[config.mk]
export PLATFORM = sky130hd
export DESIGN_NAME = mips_mc_datapath
export DESIGN_NICKNAME = d
export VERILOG_FILES = /design/src/rtl/mips_dp_pkg.sv /design/src/rtl/mips_regfile.sv /design/src/rtl/mips_mc_datapath.sv
export SDC_FILE = /design/constraint.sdc
export NUM_CORES = 2
export LEC_CHECK = 0
export CAP_MARGIN = 20
export CORE_MARGIN = 2
export CORE_UTILIZATION = 44
export DETAILED_ROUTE_END_ITERATION = 12
export PLACE_DENSITY = 0.74
export SYNTH_ARGS = -nofsm -noshare
export SYNTH_HDL_FRONTEND = slang
export SYNTH_SLANG_ARGS = --single-unit
[constraint.sdc]
create_clock -name clk -period 5.49 [get_ports clk]
set_input_delay 1.3725 -clock clk [delete_from_list [all_inputs] [get_ports clk]]
set_output_delay 1.3725 -clock clk [all_outputs]
set_load 0.01 [all_outputs]
[src/rtl/mips_dp_pkg.sv]
// Shared definitions for the multi-cycle MIPS datapath: ALU opcodes,
// FSM state encoding, instruction field positions and the control bundle.
package mips_dp_pkg;

  // ALU operation codes
  localparam logic [2:0] OP_AND  = 3'b000;
  localparam logic [2:0] OP_OR   = 3'b001;
  localparam logic [2:0] OP_ADD  = 3'b010;  // arithmetic add, sets overflow
  localparam logic [2:0] OP_XOR  = 3'b011;
  localparam logic [2:0] OP_NOR  = 3'b100;
  localparam logic [2:0] OP_ADDA = 3'b101;  // address add, never flags
  localparam logic [2:0] OP_SUB  = 3'b110;  // arithmetic sub, sets overflow
  localparam logic [2:0] OP_SLT  = 3'b111;  // signed set-less-than

  // Instruction field positions
  localparam int RS_LSB = 21;
  localparam int RT_LSB = 16;
  localparam int RD_LSB = 11;
  localparam int REG_AW = 5;
  localparam int IMM_W  = 16;

  typedef enum logic [2:0] {
    S_IDLE   = 3'd0,
    S_DECODE = 3'd1,
    S_EXEC   = 3'd2,
    S_MEM    = 3'd3,
    S_WB     = 3'd4
  } state_t;

  // Control bundle captured together with the instruction
  typedef struct packed {
    logic reg_w;
    logic reg_dst;
    logic mem_r;
    logic mem_w;
    logic mem_to_reg;
    logic alu_src;
  } ctrl_t;

endpackage

[src/rtl/mips_regfile.sv]
// 32-entry register file: two asynchronous read ports, one synchronous
// write port. Reset loads each register with its own index; register 0
// always reads zero and ignores writes.
module mips_regfile #(
  parameter int DATA_W = 32
) (
  input  logic              clk,
  input  logic              rst_n,
  input  logic [4:0]        ra1,
  input  logic [4:0]        ra2,
  input  logic              we,
  input  logic [4:0]        wa,
  input  logic [DATA_W-1:0] wd,
  output logic [DATA_W-1:0] rd1,
  output logic [DATA_W-1:0] rd2
);

  logic [DATA_W-1:0] regs [32];

  // Reset-to-index, then single write port; writes to register 0 are dropped
  always_ff @(posedge clk) begin
    if (!rst_n) begin
      for (int i = 0; i < 32; i++) regs[i] <= DATA_W'(i);
    end else if (we && (wa != 5'd0)) begin
      regs[wa] <= wd;
    end
  end

  // Asynchronous reads with register 0 hardwired to zero
  always_comb begin
    rd1 = (ra1 == 5'd0) ? '0 : regs[ra1];
    rd2 = (ra2 == 5'd0) ? '0 : regs[ra2];
  end

endmodule

[src/rtl/mips_mc_datapath.sv]
// Multi-cycle MIPS datapath. Accepts one instruction plus control bundle
// per valid/ready handshake and walks it through DECODE, EXEC, optional
// MEM (MEM_LAT cycles) and WB, pulsing done in WB.
//
// Handshake: an instruction is accepted on a rising edge where
// instr_valid && instr_ready; instr_ready is high only in IDLE, so
// valid asserted while busy is simply ignored (nothing is queued) and
// the source must keep valid high until it sees ready.
module mips_mc_datapath
  import mips_dp_pkg::*;
#(
  parameter int DATA_W     = 32,
  parameter int DMEM_WORDS = 64,
  parameter int MEM_LAT    = 2
) (
  input  logic              clk,
  input  logic              rst_n,
  input  logic [31:0]       I,
  input  logic [2:0]        opcode,
  input  logic              RegW,
  input  logic              Regdst,
  input  logic              MemR,
  input  logic              MemW,
  input  logic              MemtoReg,
  input  logic              ALUSrc,
  input  logic              instr_valid,
  output logic              instr_ready,
  output logic              busy,
  output logic              done,
  output logic [DATA_W-1:0] alu_result,
  output logic [DATA_W-1:0] reg1,
  output logic [DATA_W-1:0] reg2,
  output logic [DATA_W-1:0] ReadData,
  output logic [DATA_W-1:0] out,
  output logic              overflow,
  output logic              addr_err,
  output state_t            state_dbg
);

  localparam int BYTE_SH = $clog2(DATA_W / 8);
  localparam int IDX_W   = $clog2(DMEM_WORDS);
  localparam int CNT_W   = (MEM_LAT > 1) ? $clog2(MEM_LAT) : 1;
  localparam logic [DATA_W-1:0] DMEM_LIMIT = DATA_W'(DMEM_WORDS);
  localparam logic [CNT_W-1:0]  CNT_LAST   = CNT_W'(MEM_LAT - 1);

  state_t            state;
  logic [25:0]       ir;
  ctrl_t             ctrl_q;
  logic [2:0]        op_q;
  logic [CNT_W-1:0]  mem_cnt;

  logic [DATA_W-1:0] dmem [DMEM_WORDS];

  logic [DATA_W-1:0] rf_rd1, rf_rd2;
  logic [4:0]        rs, rt, rd, wa;
  logic [DATA_W-1:0] imm_ext, b_op, add_sum, sub_diff, alu_c, load_val;
  logic              add_ovf, sub_ovf, mem_last, is_mem, rf_we;
  logic [IDX_W-1:0]  dmem_idx;
  logic              unused_opfield;

  // The primary opcode field is decoded by the control unit, not here
  assign unused_opfield = ^I[31:26];

  assign rs = ir[RS_LSB +: REG_AW];
  assign rt = ir[RT_LSB +: REG_AW];
  assign rd = ir[RD_LSB +: REG_AW];
  assign wa = ctrl_q.reg_dst ? rd : rt;
  assign rf_we = (state == S_WB) && ctrl_q.reg_w;
  assign is_mem = ctrl_q.mem_r || ctrl_q.mem_w;
  assign mem_last = (mem_cnt == CNT_LAST);
  assign dmem_idx = alu_result[BYTE_SH +: IDX_W];
  assign state_dbg = state;

  // Misaligned byte address or word index beyond the memory depth
  function automatic logic addr_bad(input logic [DATA_W-1:0] a);
    addr_bad = (a[BYTE_SH-1:0] != '0) || ((a >> BYTE_SH) >= DMEM_LIMIT);
  endfunction

  mips_regfile #(.DATA_W(DATA_W)) u_regfile (
    .clk  (clk),
    .rst_n(rst_n),
    .ra1  (rs),
    .ra2  (rt),
    .we   (rf_we),
    .wa   (wa),
    .wd   (out),
    .rd1  (rf_rd1),
    .rd2  (rf_rd2)
  );

  // ALU on the latched operands, with signed-overflow detection for ADD/SUB
  always_comb begin
    imm_ext  = {{(DATA_W-IMM_W){ir[IMM_W-1]}}, ir[IMM_W-1:0]};
    b_op     = ctrl_q.alu_src ? imm_ext : reg2;
    add_sum  = reg1 + b_op;
    sub_diff = reg1 - b_op;
    add_ovf  = (reg1[DATA_W-1] == b_op[DATA_W-1]) && (add_sum[DATA_W-1] != reg1[DATA_W-1]);
    sub_ovf  = (reg1[DATA_W-1] != b_op[DATA_W-1]) && (sub_diff[DATA_W-1] != reg1[DATA_W-1]);
    alu_c    = '0;
    case (op_q)
      OP_AND:  alu_c = reg1 & b_op;
      OP_OR:   alu_c = reg1 | b_op;
      OP_ADD:  alu_c = add_sum;
      OP_XOR:  alu_c = reg1 ^ b_op;
      OP_NOR:  alu_c = ~(reg1 | b_op);
      OP_ADDA: alu_c = add_sum;
      OP_SUB:  alu_c = sub_diff;
      OP_SLT:  alu_c = {{(DATA_W-1){1'b0}}, ($signed(reg1) < $signed(b_op))};
      default: alu_c = '0;
    endcase
  end

  // Load data seen on the last MEM cycle; a bad address reads as zero
  always_comb begin
    load_val = '0;
    if (ctrl_q.mem_r && !addr_err) load_val = dmem[dmem_idx];
  end

  // Data memory store, committed only on the last MEM cycle of a good access
  always_ff @(posedge clk) begin
    if (rst_n && (state == S_MEM) && mem_last && ctrl_q.mem_w && !addr_err) begin
      dmem[dmem_idx] <= reg2;
    end
  end

  // Main FSM with registered handshake, status and result outputs
  always_ff @(posedge clk) begin
    if (!rst_n) begin
      state       <= S_IDLE;
      ir          <= '0;
      ctrl_q      <= '0;
      op_q        <= '0;
      mem_cnt     <= '0;
      instr_ready <= 1'b1;
      busy        <= 1'b0;
      done        <= 1'b0;
      alu_result  <= '0;
      reg1        <= '0;
      reg2        <= '0;
      ReadData    <= '0;
      out         <= '0;
      overflow    <= 1'b0;
      addr_err    <= 1'b0;
    end else begin
      done <= 1'b0;
      case (state)
        S_IDLE: begin
          if (instr_valid && instr_ready) begin
            ir          <= I[25:0];
            ctrl_q      <= '{reg_w: RegW, reg_dst: Regdst, mem_r: MemR, mem_w: MemW,
                             mem_to_reg: MemtoReg, alu_src: ALUSrc};
            op_q        <= opcode;
            ReadData    <= '0;
            overflow    <= 1'b0;
            addr_err    <= 1'b0;
            instr_ready <= 1'b0;
            busy        <= 1'b1;
            state       <= S_DECODE;
          end
        end
        S_DECODE: begin
          reg1  <= rf_rd1;
          reg2  <= rf_rd2;
          state <= S_EXEC;
        end
        S_EXEC: begin
          alu_result <= alu_c;
          overflow   <= ((op_q == OP_ADD) && add_ovf) || ((op_q == OP_SUB) && sub_ovf);
          mem_cnt    <= '0;
          if (is_mem) begin
            addr_err <= addr_bad(alu_c);
            state    <= S_MEM;
          end else begin
            // No load happened, so ReadData stays zero
            out   <= ctrl_q.mem_to_reg ? '0 : alu_c;
            done  <= 1'b1;
            state <= S_WB;
          end
        end
        S_MEM: begin
          if (mem_last) begin
            ReadData <= load_val;
            out      <= ctrl_q.mem_to_reg ? load_val : alu_result;
            done     <= 1'b1;
            state    <= S_WB;
          end else begin
            mem_cnt <= mem_cnt + CNT_W'(1);
          end
        end
        S_WB: begin
          instr_ready <= 1'b1;
          busy        <= 1'b0;
          state       <= S_IDLE;
        end
        default: begin
          instr_ready <= 1'b1;
          busy        <= 1'b0;
          state       <= S_IDLE;
        end
      endcase
    end
  end

endmodule

==> impl_metrics.csv <==
group,metric,value,unit
outcome,status,"complete, no violations",
yosys,async_flop_share,0,%
layout,drive_gt1_share,27.6,%
power,power_frac_comb,9.7,%
yosys,ys_ff_latch,3292,
critical_path,arrival,5.89,ns
routing,detail-route-antenna-nets,0,
critical_path,required,6.22,ns
clocking,cts_buffers,319,
clocking,cts_tree,"done",
yosys,synth_top_cell_by_area,"edfxtp_1",
timing,maxSlewViolCount,0,
grt,track_usage,27.4,%
yosys,yosys_warnings,0,
clocking,htree_levels,5,
critical_path,r2r_cells,15,
routing,drt_iter0_drc,12614,
critical_path,r2r_end,"addr_err",
power,p_per_area,330,nW/um2
clocking,cts.sinks,3292,
critical_path,startpoint_type,"flop",
clocking,postCtsHoldBufs,0,
yosys,netlist_top_cells_count,"edfxtp_1 (3,072), mux4_2 (1,294), and2_1 (925)",
floorplanning,start_util,44.2,%
critical_path,worst-setup-path-type,"reg2reg",
grt,grt_max_degree,88,
floorplanning,die_area,337000,um2
floorplanning,die_h,580,um
routing,num_vias,85275,
yosys,syn_area,146000,um2
yosys,synth.area.top_cells,"edfxtp_1 (63%), mux4_2 (20%), and2_1 (4.0%)",
layout,fin_nets,8721,
power,total_power,55.0,mW
min_path,hp-class,"reg2reg",
yosys,synth_top_area_share,63.1,%
timing,post-route-period-util,94.1,%
yosys,postSynthAreaPerCell,17.8,um2
timing,skew,0.0567,ns
clocking,clockBufferDepth,4,
timing,max_clock_freq,194,MHz
yosys,yosysMostFrequentCell,"edfxtp_1",
placed_design,dpl.hpwl,294000,um
floorplanning,rows,211,
job,cap_violations,0,
clocking,clk_latency,0.91,ns
layout,n_fill_cell,26049,
grt,antenna_found_initial,27,
critical_path,r2r_start,"ctrl_q[0]",
grt,grt_pass1_wl,653000,um
yosys,synth_flop_cell,"edfxtp_1",
power,power_switching,13.2,mW
floorplanning,ios,212,
min_path,min-delay-start,"ir[4]",
timing,rsz0062_at_grt,"false",
routing,avgViaCountPerCell,6.46,
yosys,synth_edf_count,3072,
power,internal_power,41.7,mW
clocking,postCtsResizedCells,0,
critical_path,setup.worst_path.start,"ctrl_q[0]",
timing,maxSlewHeadroom,16.0,%
power,p_sw_share,24.1,%
timing,fin_crit,5.17,ns
routing,drc_errors,0,
floorplanning,core,331000,um2
power,peakVddDrop,0.320,mV
clocking,path_clk_slew,0.06,ns
yosys,postSynthCellCount,8213,
yosys,synthDistinctLibCells,81,
critical_path,worstSetupEndpoint,"addr_err",
timing,hold_viol,0,
layout,syn_to_final_growth,13.9,%
routing,drt-pass1-iter-count,6,
layout,utilization,50.4,%
floorplanning,die_w,580,um
placed_design,numPortBuffers,205,
grt,globalRouteOverflowTotal,0,
placed_design,gp_congestion,0.945,
critical_path,end_kind,"flop",
power,power.leakage,53.0,nW
timing,tightest_slew,1.22,ns
timing,setup_violations,0,
grt,grt_pass1_vias,85595,
clocking,root_buffer,"clkbuf_16",
timing,setup-tns-final,0,ns
yosys,synth_seq_area_share,66.2,%
critical_path,r2r_setup_slack,0.32,ns
power,pwr-share-seq,51.1,%
power,power_frac_clock,39.2,%
routing,avgRoutedWirePerCell,35.5,um
critical_path,path_max_fanout,11,
routing,drt-total-wl,469000,um
clocking,post_cts_buffers,0,
-- stage by stage --
stage / setup slack (ns) / std cells / instance area [um2] / hold slack, ns
2_1_floorplan: 0.141 / 8244 / 146000 / 0.436
3_3_place_gp: 0.395 / 12620 / 156000 / 0.445
3_5_place_dp: 0.449 / 12622 / 156000 / 0.455
4_1_cts: 0.416 / 13186 / 166000 / 0.464
5_1_grt: 0.0779 / 13189 / 166000 / 0.484
6_report: 0.324 / 13200 / 166000 / 0.463
-- state kept, by name (all words and copies together) (netlist names), 3 cells and up, named ones only --
name,cells
ReadData,32
alu_result,32
ctrl_q,6
dmem,2048
ir,26
op_q,3
out,32
reg1,32
reg2,32
state_dbg,3
u_regfile.regs,1024
-- layout make-up --
| class | instances | area [um2] | share of cell area, % |
|---|---|---|---|
| Clock inverter | 155 | 1290 | 0.777 |
| Inverter | 106 | 405 | 0.244 |
| Tap cell | 4366 | 5460 | 3.28 |
| Multi-Input combinational cell | 4180 | 47600 | 28.6 |
| Antenna cell | 13 | 32.5 | 0.0195 |
| Sequential cell | 3292 | 96700 | 58.1 |
| Timing Repair Buffer | 679 | 6290 | 3.78 |
| Clock buffer | 409 | 8670 | 5.21 |
-- layer usage --
layer  vias to the layer above  share of wire (%)  global-route usage (%)
li1                      33535                  -                       -
met2                      5918                 47                    43.2
met5                         -              0.030                       0
met3                      1205                 13                    8.69
met4                        20                6.5                    15.1
met1                     44597                 34                    33.6
-- worst min-delay path by stage --
stage | cells past startpoint | endpoint | slack [ns]
final | 2 | ir[4] | 0.46
after global routing | 2 | ir[2] | 0.48
after CTS | 2 | ir[4] | 0.46
after detailed placement | 2 | ir[1] | 0.45
after global placement | 2 | ctrl_q[5] | 0.45
after floorplan | 2 | ir[0] | 0.44
-- kinds of logic (layout without fill, tap and decap cells) --
logic type	count (synthesis)	after routing	synth area share [%]
buffers and inverters	772	1349	2.04
XOR/XNOR	18	18	0.108
flip-flops	3292	3292	66.2
AND/OR/NAND/NOR	1895	1895	6.90
adder cells (fa/ha/maj)	99	99	0.858
AO/OA/AOI/OAI	701	701	3.01
multiplexers	1435	1435	20.9
other	1	45	0.00257
-- cell usage in the layout, fill, tap and decap left out, types with 16 or more instances in the layout --
| cell | netlist | final |
|---|---|---|
| buf_4 | 0 | 418 |
| bufinv_16 | 0 | 18 |
| o211ai_1 | 32 | 32 |
| o21ai_4 | 0 | 33 |
| or3_1 | 91 | 91 |
| nor2_2 | 0 | 33 |
| nor3_1 | 43 | 43 |
| nand4_1 | 16 | 16 |
| nand2b_1 | 17 | 17 |
| clkinv_1 | 2 | 60 |
| dfxtp_1 | 220 | 171 |
| dfxtp_2 | 0 | 35 |
| o21a_1 | 17 | 17 |
| a211oi_1 | 39 | 36 |
| inv_1 | 104 | 103 |
| mux4_2 | 1294 | 1294 |
| clkdlybuf4s50_1 | 0 | 204 |
| nand2_1 | 246 | 243 |
| o221ai_1 | 25 | 25 |
| nor2_4 | 0 | 65 |
| conb_1 | 1 | 32 |
| a31oi_1 | 17 | 17 |
| clkbuf_1 | 504 | 65 |
| and2_1 | 925 | 925 |
| o21ai_0 | 137 | 106 |
| mux2i_1 | 127 | 127 |
| edfxtp_1 | 3072 | 3072 |
| nor2_1 | 446 | 348 |
| clkinv_2 | 0 | 49 |
| clkbuf_16 | 0 | 329 |
| a22oi_1 | 27 | 27 |
| ha_1 | 97 | 97 |
| a21oi_1 | 270 | 270 |
| nor2b_1 | 30 | 29 |
| nand3_1 | 38 | 38 |
| buf_12 | 0 | 54 |
-- worst max-delay path, stage by stage (launching register included) --
cell      delay [ns]
dfxtp_1         0.33
buf_4           0.24
mux2i_1         0.48
ha_1            0.41
or4_4           0.58
o21ba_4         0.29
o21ai_2         0.11
nor3_1          0.50
mux2i_1         0.16
o32ai_1         0.30
o21ai_0         0.31
buf_4           0.26
or4b_1          0.51
nor4_1          0.17
and4bb_1        0.23
a41oi_1         0.11
-- power by group through the flow --
stage | sequential, mW | clock (mW) | combinational, mW
5_1_grt | 28.1 | 22.5 | 5.50
6_report | 28.1 | 21.5 | 5.34
3_3_place_gp | 28.6 | 0 | 5.12
3_5_place_dp | 28.6 | 0 | 5.17
4_1_cts | 28.1 | 21.7 | 5.20
2_1_floorplan | 28.5 | 0 | 2.99
(Power assumes the default switching activity.)
